**config.mk**
```make
export PLATFORM = sky130hd
export DESIGN_NAME = doa_frame_sequencer
export DESIGN_NICKNAME = d
export VERILOG_FILES = /design/src/rtl/doa_frame_sequencer.sv
export SDC_FILE = /design/constraint.sdc
export NUM_CORES = 1
export LEC_CHECK = 0
export BUFFER_PORTS_ARGS = -buffer_cell sky130_fd_sc_hd__buf_2
export CAP_MARGIN = 20
export CORE_MARGIN = 1.5
export CORE_UTILIZATION = 52
export CTS_BUF_LIST = sky130_fd_sc_hd__clkbuf_4
export DETAILED_ROUTE_END_ITERATION = 8
export PLACE_DENSITY = 0.92
export SETUP_SLACK_MARGIN = 0.4
export SYNTH_ARGS = -nofsm -noshare
export SYNTH_HDL_FRONTEND = slang
export SYNTH_SLANG_ARGS = --single-unit
```
**constraint.sdc**
```tcl
create_clock -name clk -period 2.1 [get_ports clk]
set_input_delay 0.105 -clock clk [delete_from_list [all_inputs] [get_ports clk]]
set_output_delay 0.105 -clock clk [all_outputs]
set_load 0.1 [all_outputs]
```
**src/rtl/doa_frame_sequencer.sv**
```systemverilog
// Per-frame DOA pipeline controller: sequences detect -> weight -> commit and owns the RAM 1 read port.
// Optional macro DOA_SMOOTH_EN averages each committed DOA with the previous one.
module doa_frame_sequencer #(
    parameter int ADDR_W  = 10,
    parameter int DOA_W   = 8,
    parameter int BNUM_W  = 6,
    parameter int TIMEOUT = 16384,
    parameter int CNT_W   = 16
) (
    input  logic              clk,
    input  logic [3:0]        KEY,
    input  logic              fftdone,
    output logic              detect_start,
    input  logic              detectdone,
    output logic              weight_start,
    input  logic              wdone,
    input  logic [DOA_W-1:0]  wdoa,
    input  logic [BNUM_W-1:0] wbnum,
    input  logic [ADDR_W-1:0] det_addr,
    input  logic [ADDR_W-1:0] wgt_addr,
    output logic [ADDR_W-1:0] ram1_addr,
    output logic [DOA_W-1:0]  doa,
    output logic [BNUM_W-1:0] bnum,
    output logic              valid,
    output logic [CNT_W-1:0]  frame_cnt,
    output logic              overrun,
    output logic              timeout_err,
    output logic [1:0]        state
);

    typedef enum logic [1:0] {
        IDLE   = 2'd0,
        DETECT = 2'd1,
        WEIGHT = 2'd2,
        COMMIT = 2'd3
    } state_t;

    localparam int WD_W = $clog2(TIMEOUT + 1);

    state_t          cur;
    logic            rst_n;
    logic            unused_keys;
    logic            pending;
    logic [WD_W-1:0] wdog;
    logic            wd_expired;
    logic [DOA_W-1:0] doa_next;

    assign rst_n       = KEY[0];
    assign unused_keys = ^KEY[3:1];
    assign state       = cur;
    // Expiry fires on the TIMEOUT-th cycle spent in the stage; a done pulse that same cycle takes priority.
    assign wd_expired  = (wdog == WD_W'(TIMEOUT - 1));

`ifdef DOA_SMOOTH_EN
    logic             first_frame;
    logic [DOA_W:0]   doa_sum;

    assign doa_sum  = {1'b0, doa} + {1'b0, wdoa} + {{DOA_W{1'b0}}, 1'b1};
    assign doa_next = first_frame ? wdoa : doa_sum[DOA_W:1];

    always_ff @(posedge clk or negedge rst_n) begin
        if (!rst_n)
            first_frame <= 1'b1;
        else if (cur == WEIGHT && wdone)
            first_frame <= 1'b0;
    end
`else
    assign doa_next = wdoa;
`endif

    always_comb begin
        ram1_addr = '0;
        case (cur)
            DETECT:  ram1_addr = det_addr;
            WEIGHT:  ram1_addr = wgt_addr;
            default: ram1_addr = '0;
        endcase
    end

    always_ff @(posedge clk or negedge rst_n) begin
        if (!rst_n) begin
            cur          <= IDLE;
            detect_start <= 1'b0;
            weight_start <= 1'b0;
            valid        <= 1'b0;
            doa          <= '0;
            bnum         <= '0;
            frame_cnt    <= '0;
            overrun      <= 1'b0;
            timeout_err  <= 1'b0;
            pending      <= 1'b0;
            wdog         <= '0;
        end else begin
            detect_start <= 1'b0;
            weight_start <= 1'b0;
            valid        <= 1'b0;

            // One-deep frame buffer while busy; a second arrival is dropped.
            if (fftdone && cur != IDLE) begin
                if (pending)
                    overrun <= 1'b1;
                else
                    pending <= 1'b1;
            end

            case (cur)
                IDLE: begin
                    if (fftdone || pending) begin
                        cur          <= DETECT;
                        detect_start <= 1'b1;
                        wdog         <= '0;
                        pending      <= pending & fftdone;
                    end
                end
                DETECT: begin
                    if (detectdone) begin
                        cur          <= WEIGHT;
                        weight_start <= 1'b1;
                        wdog         <= '0;
                    end else if (wd_expired) begin
                        cur         <= IDLE;
                        timeout_err <= 1'b1;
                        wdog        <= '0;
                    end else begin
                        wdog <= wdog + WD_W'(1);
                    end
                end
                WEIGHT: begin
                    if (wdone) begin
                        cur       <= COMMIT;
                        doa       <= doa_next;
                        bnum      <= wbnum;
                        valid     <= 1'b1;
                        frame_cnt <= frame_cnt + CNT_W'(1);
                        wdog      <= '0;
                    end else if (wd_expired) begin
                        cur         <= IDLE;
                        timeout_err <= 1'b1;
                        wdog        <= '0;
                    end else begin
                        wdog <= wdog + WD_W'(1);
                    end
                end
                COMMIT:  cur <= IDLE;
                default: cur <= IDLE;
            endcase
        end
    end

endmodule
```
# After elaboration in Yosys (flattened, before gate mapping)

Index checks and enable logic that the tools add are counted.

Memory bits (writable): 0
Output and inout bits: 47
Bits in registers: 53
Bits in read-only memories: 0
Logic and storage cells: 55
Input bits: 42
Latch bits: 0
Memories kept: 0

Add/subtract/negate cells: 2
Equal/unequal tests: 7
Shift operators: 0
$lt $le $gt $ge: 0
Multipliers: 0
Reduce and logical (&&, ||, !) cells: 10
Div/mod/pow operators: 0
Bitwise gates (word level): 1
Multiplexer cells: 24

Operator list:

| operator                                              | count |
|---|---|
| 2-to-1 mux 15 bit                                     | 4 |
| case mux 15 bit (3 select lines)                      | 1 |
| case mux 10 bit (2 select lines)                      | 1 |
| adder 16 x 1 -> 16 bit, second input constant         | 1 |
| adder 15 x 1 -> 15 bit, second input constant         | 1 |
| equality test 15 x 14 -> 1 bit, second input constant | 1 |
| 2-to-1 mux 1 bit                                      | 12 |
| 2-to-1 mux 2 bit                                      | 4 |
| case mux 2 bit (4 select lines)                       | 1 |
| != test 2 bit, second input constant                  | 3 |
| AND reduction 2 bit                                   | 3 |
| equality test 2 bit, second input constant            | 2 |
| nonzero test 2 bit                                    | 2 |
| AND reduction 3 bit                                   | 1 |
| nonzero test 3 bit                                    | 1 |
| equality test 2 x 1 -> 1 bit, second input constant   | 1 |
| logical NOT 2 bit                                     | 1 |
| case mux 1 bit (2 select lines)                       | 1 |
| AND 1 bit                                             | 1 |
| logical AND 1 bit                                     | 1 |
| logical OR 1 bit                                      | 1 |

# Longest topological paths before layout

Depth after elaboration: 5
Depth in mapped cells: 9
Depth with buffers taken out: 8

# Least setup slack after synthesis

No wires, ideal clock.

Path kind: register -> output
From: reg cur[1] (netlist: state[1])
To: out ram1_addr[8]
Path buffers: 1
Cell stages (with the launch flop): 5
Setup slack: -1.060 ns
Arrival time: 3.055 ns
Data required time: 1.995 ns
Cells stage by stage: dfrtp_1 ha_1 clkbuf_1 a22oi_1 nor2b_1

Cells in the longest elaborated chain, start to end: 2
Elaborated cells on any way between the ends: 3
Those cells by class: 2 x eq/ne; 1 x mux

Ends and longest elaborated chain:

| item                                                                       | line | source |
|---|---|---|
| start, declared                                                            | 40   | `state_t cur;` |
| start signal, assigned                                                     | 82   | `cur <= IDLE;` |
| start signal, assigned                                                     | 109  | `cur <= DETECT;` |
| start signal, assigned                                                     | 117  | `cur <= WEIGHT;` |
| equality test 2 bit / equality test 2 x 1 -> 1 bit (equally long branches) | 73   | `case (cur)` |
| case mux 10 bit (2 select lines) (*)                                       | 73   |  |
| end, declared                                                              | 21   | `output logic [ADDR_W-1:0] ram1_addr,` |

Every way passes the cells marked *; elsewhere a longest branch is shown, timed or not.

# Final worst setup path

From: reg wdog[5]
To: reg cur[0] (netlist: state[0])

Cells in the longest elaborated chain, start to end: 4
Elaborated cells on any way between the ends: 5
Those cells by class: 1 x eq/ne; 4 x mux

Ends and longest elaborated chain:

| item                                       | line | source |
|---|---|---|
| start, declared                            | 44   | `logic [WD_W-1:0] wdog;` |
| start signal, assigned                     | 125  | `wdog <= wdog + WD_W'(1);` |
| start signal, assigned                     | 141  | `wdog <= wdog + WD_W'(1);` |
| equality test 15 x 14 -> 1 bit (*)         | 52   | `assign wd_expired = (wdog == WD_W'(TIMEOUT - 1));` |
| 2-to-1 mux 2 bit (*)                       | n/a  |  |
| 2-to-1 mux 2 bit, on equally long branches | n/a  |  |
| case mux 2 bit (4 select lines) (*)        | n/a  |  |

Marks and branches as above.
A chain may end at the register's enable or synchronous reset.

==> flow_summary_export.csv <==
group,metric,value,unit
cts,root_buffer,"clkbuf_4",
sta,rsz0062_at_grt,"yes",
sta,layout_setup_ws,-0.0963,ns
synth,seq_area_frac_synth,51.6,%
detailed_routing,drt_first_pass_iters,5,
sta,final_hold_viol_count,0,
pwr,peakVddDrop,1.28,mV
detailed_routing,num_vias,3287,
cts,cts_buffers,5,
finish,finish.net_count,445,
sta,final.setup_skew,0.0189,ns
synth,synth_seq_cells,53,
die,row_count,25,
cts,tritoncts,"yes",
setup_path,critPathCaptureType,"flop",
finish,antenna-diode-count,0,
global_routing,grtUsageTotal,40.8,%
synth,muxShareOfSynthArea,0.438,%
hold_path,worstHoldPathType,"in -> reg",
finish,drive_gt1_share,55.0,%
die,pin_count,89,
setup_path,cp_top_family,"simple AND/OR/NAND/NOR gates",
cts,clock_sinks,53,
sta,slew_headroom,52.4,%
die,die_area,5370,µm²
synth,synth_ff_type,"dfrtp_1",
setup_path,path_depth,7,
pwr,power,7.23,mW
synth,synth_xor_xnor_area_share,5.11,%
setup_path,r2r_end,"state[0]",
sta,setup_viol,3,
setup_path,critPathMaxStageDelay,0.51,ns
global_routing,grt_pass1_vias,2854,
setup_path,rrSetupSlack,-0.1,ns
synth,synth-simple-area-share,24.7,%
hold_path,hold_depth,2,
status,violations,"setup timing",
detailed_routing,postRouteWirelength,13400,µm
setup_path,slowest_stage,"dfrtp_1",
global_routing,grt_pass1_wl,16100,µm
synth,yosys.area.top_type,"dfrtp_1",
detailed_routing,wl_per_cell,28.8,µm
pwr,p_leak,2.06,nW
setup_path,r2r_start,"wdog[5]",
die,die_w,73.3,µm
synth,postSynthNetCount,312,
synth,ys_types,43,
setup_path,worstPathCellList,"nand2_1 -> nor4_4 -> buf_4 -> buf_4 -> nor2_1 -> nor3_1 -> a21oi_1",
sta,final.min_clock_period,2.20,ns
global_routing,overflow,0,
synth,synth_area,2570,µm²
sta,min_period_over_period,105,%
die,coreArea,4750,µm²
setup_path,crit_buf_inv,2,
synth,syn-instance-count,264,
setup_path,path_common_cell,"buf_4",
synth,yosys.cell_count.top_type,"nand2_1",
cts,cts_buffer_depth,2,
placement,dp_hpwl,4640,µm
setup_path,required,2.36,ns
global_routing,antenna_found_initial,0,
detailed_routing,drc_errors,0,
setup_path,crit_arrival,2.46,ns
setup_path,reg2regPathDepth,7,
hold_path,min-delay-start,"detectdone",
cts,clkSlewWorstSetupHoldPaths,0.17,ns
global_routing,grt_max_degree,31,
placement,io_buffers,85,
finish,fin_area,4300,µm²
detailed_routing,routed_via_density,7.07,
job,max_cap_viol_count,0,
sta,timing.final.max_slew_violations,0,
setup_path,startpoint_type,"flop",
synth,synth.avg_cell_area,9.73,µm²
pwr,power.density,1680,nW/µm²
status,outcome,"complete, but fails checks",
detailed_routing,drtIter0Drc,659,
synth,synth_compound_area_share,12.4,%
sta,fmax,0.455,GHz
die,start_util,54.1,%
hold_path,whs_endpoint,"weight_start",
synth,yosysTopAreaCellShare,51.6,%
detailed_routing,ant_nets,0,
placement,dpl-instance-area,3320,µm²
sta,tns,-0.172,ns
cts,htree_levels,2,
sta,tightest_slew,0.714,ns
synth,yosys_warnings,0,
cts,clk-insertion-delay-late,0.41,ns
setup_path,path_max_fanout,5,
synth,synth_top_family_by_area,"simple AND/OR/NAND/NOR gates",
setup_path,critPathKind,"reg -> reg",
synth,synth_area_leaders,"dfrtp_1, nand2_1, nor2b_1",
synth,synth_edf_count,0,
synth,async_flop_share,100,%
synth,synth.top_cells.by_count,"nand2_1, dfrtp_1, nor2_1",
die,die_h,73.3,µm
synth,synthAdderAreaFrac,2.92,%
placement,gp_congestion,0.831,
finish,area_growth,67.2,%
==> state kept, by name, summed over array words and instances, names as in the netlist <==
register	cells
doa	8
detect_start	1
timeout_err	1
state	2
frame_cnt	16
bnum	6
weight_start	1
overrun	1
valid	1
pending	1
wdog	15
==> layer usage <==
metal  vias to the layer above  wire, µm  global-route usage, %  part of all wire (%)
li1                       1186         -                      -                     -
met1                      1493      4150                   44.9                    31
met2                       438      5800                   67.6                    43
met3                       170      2080                   15.0                    16
met4                         0      1380                   24.1                    10
met5                         -         0                      0                     0
==> power breakdown <==
part | internal, mW | leakage (nW) | switching [mW]
sequential | 1.27 | 0.682 | 0.261
clock | 0.144 | 0.0279 | 0.373
combinational | 1.55 | 1.35 | 3.64
==> through the flow <==
step	utilization (%)	instances	worst slack, ns	hold slack [ns]
3_3_place_gp	69.8	415	0.183	0.160
2_1_floorplan	-	264	0.198	-0.191
3_5_place_dp	69.8	415	0.106	0.166
5_1_grt	90.4	465	-0.0555	0.0534
6_report	90.4	465	-0.0963	0.0710
4_1_cts	83.8	452	0.260	0.0377
==> cells in the final DEF, fill, tap and decap left out, types with 6 or more instances in the layout <==
| master | instances |
|---|---|
| dfrtp_1 | 40 |
| dlygate4sd3_1 | 16 |
| a31oi_1 | 7 |
| xnor2_2 | 6 |
| nand4_1 | 6 |
| clkbuf_4 | 6 |
| a22oi_2 | 10 |
| buf_12 | 15 |
| buf_4 | 21 |
| dfrtp_2 | 11 |
| nor2_1 | 8 |
| nand2_1 | 58 |
| nor2b_4 | 12 |
| buf_2 | 75 |
==> area by class of cell <==
type / instances / area (µm²)
clock inverter: 2 / 15.0
timing repair buffer: 136 / 1130
clock buffer: 6 / 45.0
inverter: 4 / 32.5
sequential: 53 / 1350
fill: 161 / 458
multi-input combinational: 197 / 1640
tap: 67 / 83.8
==> logic make-up after synthesis <==
logic type                 Yosys count
muxes                                1
AOI/OAI and AO/OA                   47
xor gates and xnor gates            15
adders and majority gates            6
and+or+nand+nor                    128
buffers and inverters               14
DFF                                 53
==> worst register-to-register path, delay by kind of cell (launching register included) <==
| family | cells | cell delay [ns] |
|---|---|---|
| and+or+nand+nor | 4 | 1.06 |
| DFF | 1 | 0.51 |
| buffers and inverters | 2 | 0.33 |
| AOI/OAI and AO/OA | 1 | 0.17 |
==> timing repair <==
item,4_1_cts,5_1_grt
gates cloned,3,1
buffers inserted,10,12
pin swaps,18,23
endpoints found under the hold margin,44,0
setup endpoints to repair,38,39
hold buffers,16,0
resized for setup,76,38
==> worst max path at each step <==
| stage | slack, ns | startpoint | end |
|---|---|---|---|
| after floorplan | 0.20 | state[0] | wdog[4] |
| after global placement | 0.18 | state[1] | wdog[10] |
| after detailed placement | 0.11 | state[1] | wdog[10] |
| after CTS | 0.26 | state[0] | ram1_addr[1] |
| after global routing | -0.06 | state[0] | wdog[12] |
| final | -0.1 | wdog[5] | state[0] |
No activity file was read; power rests on OpenSTA's default activity.
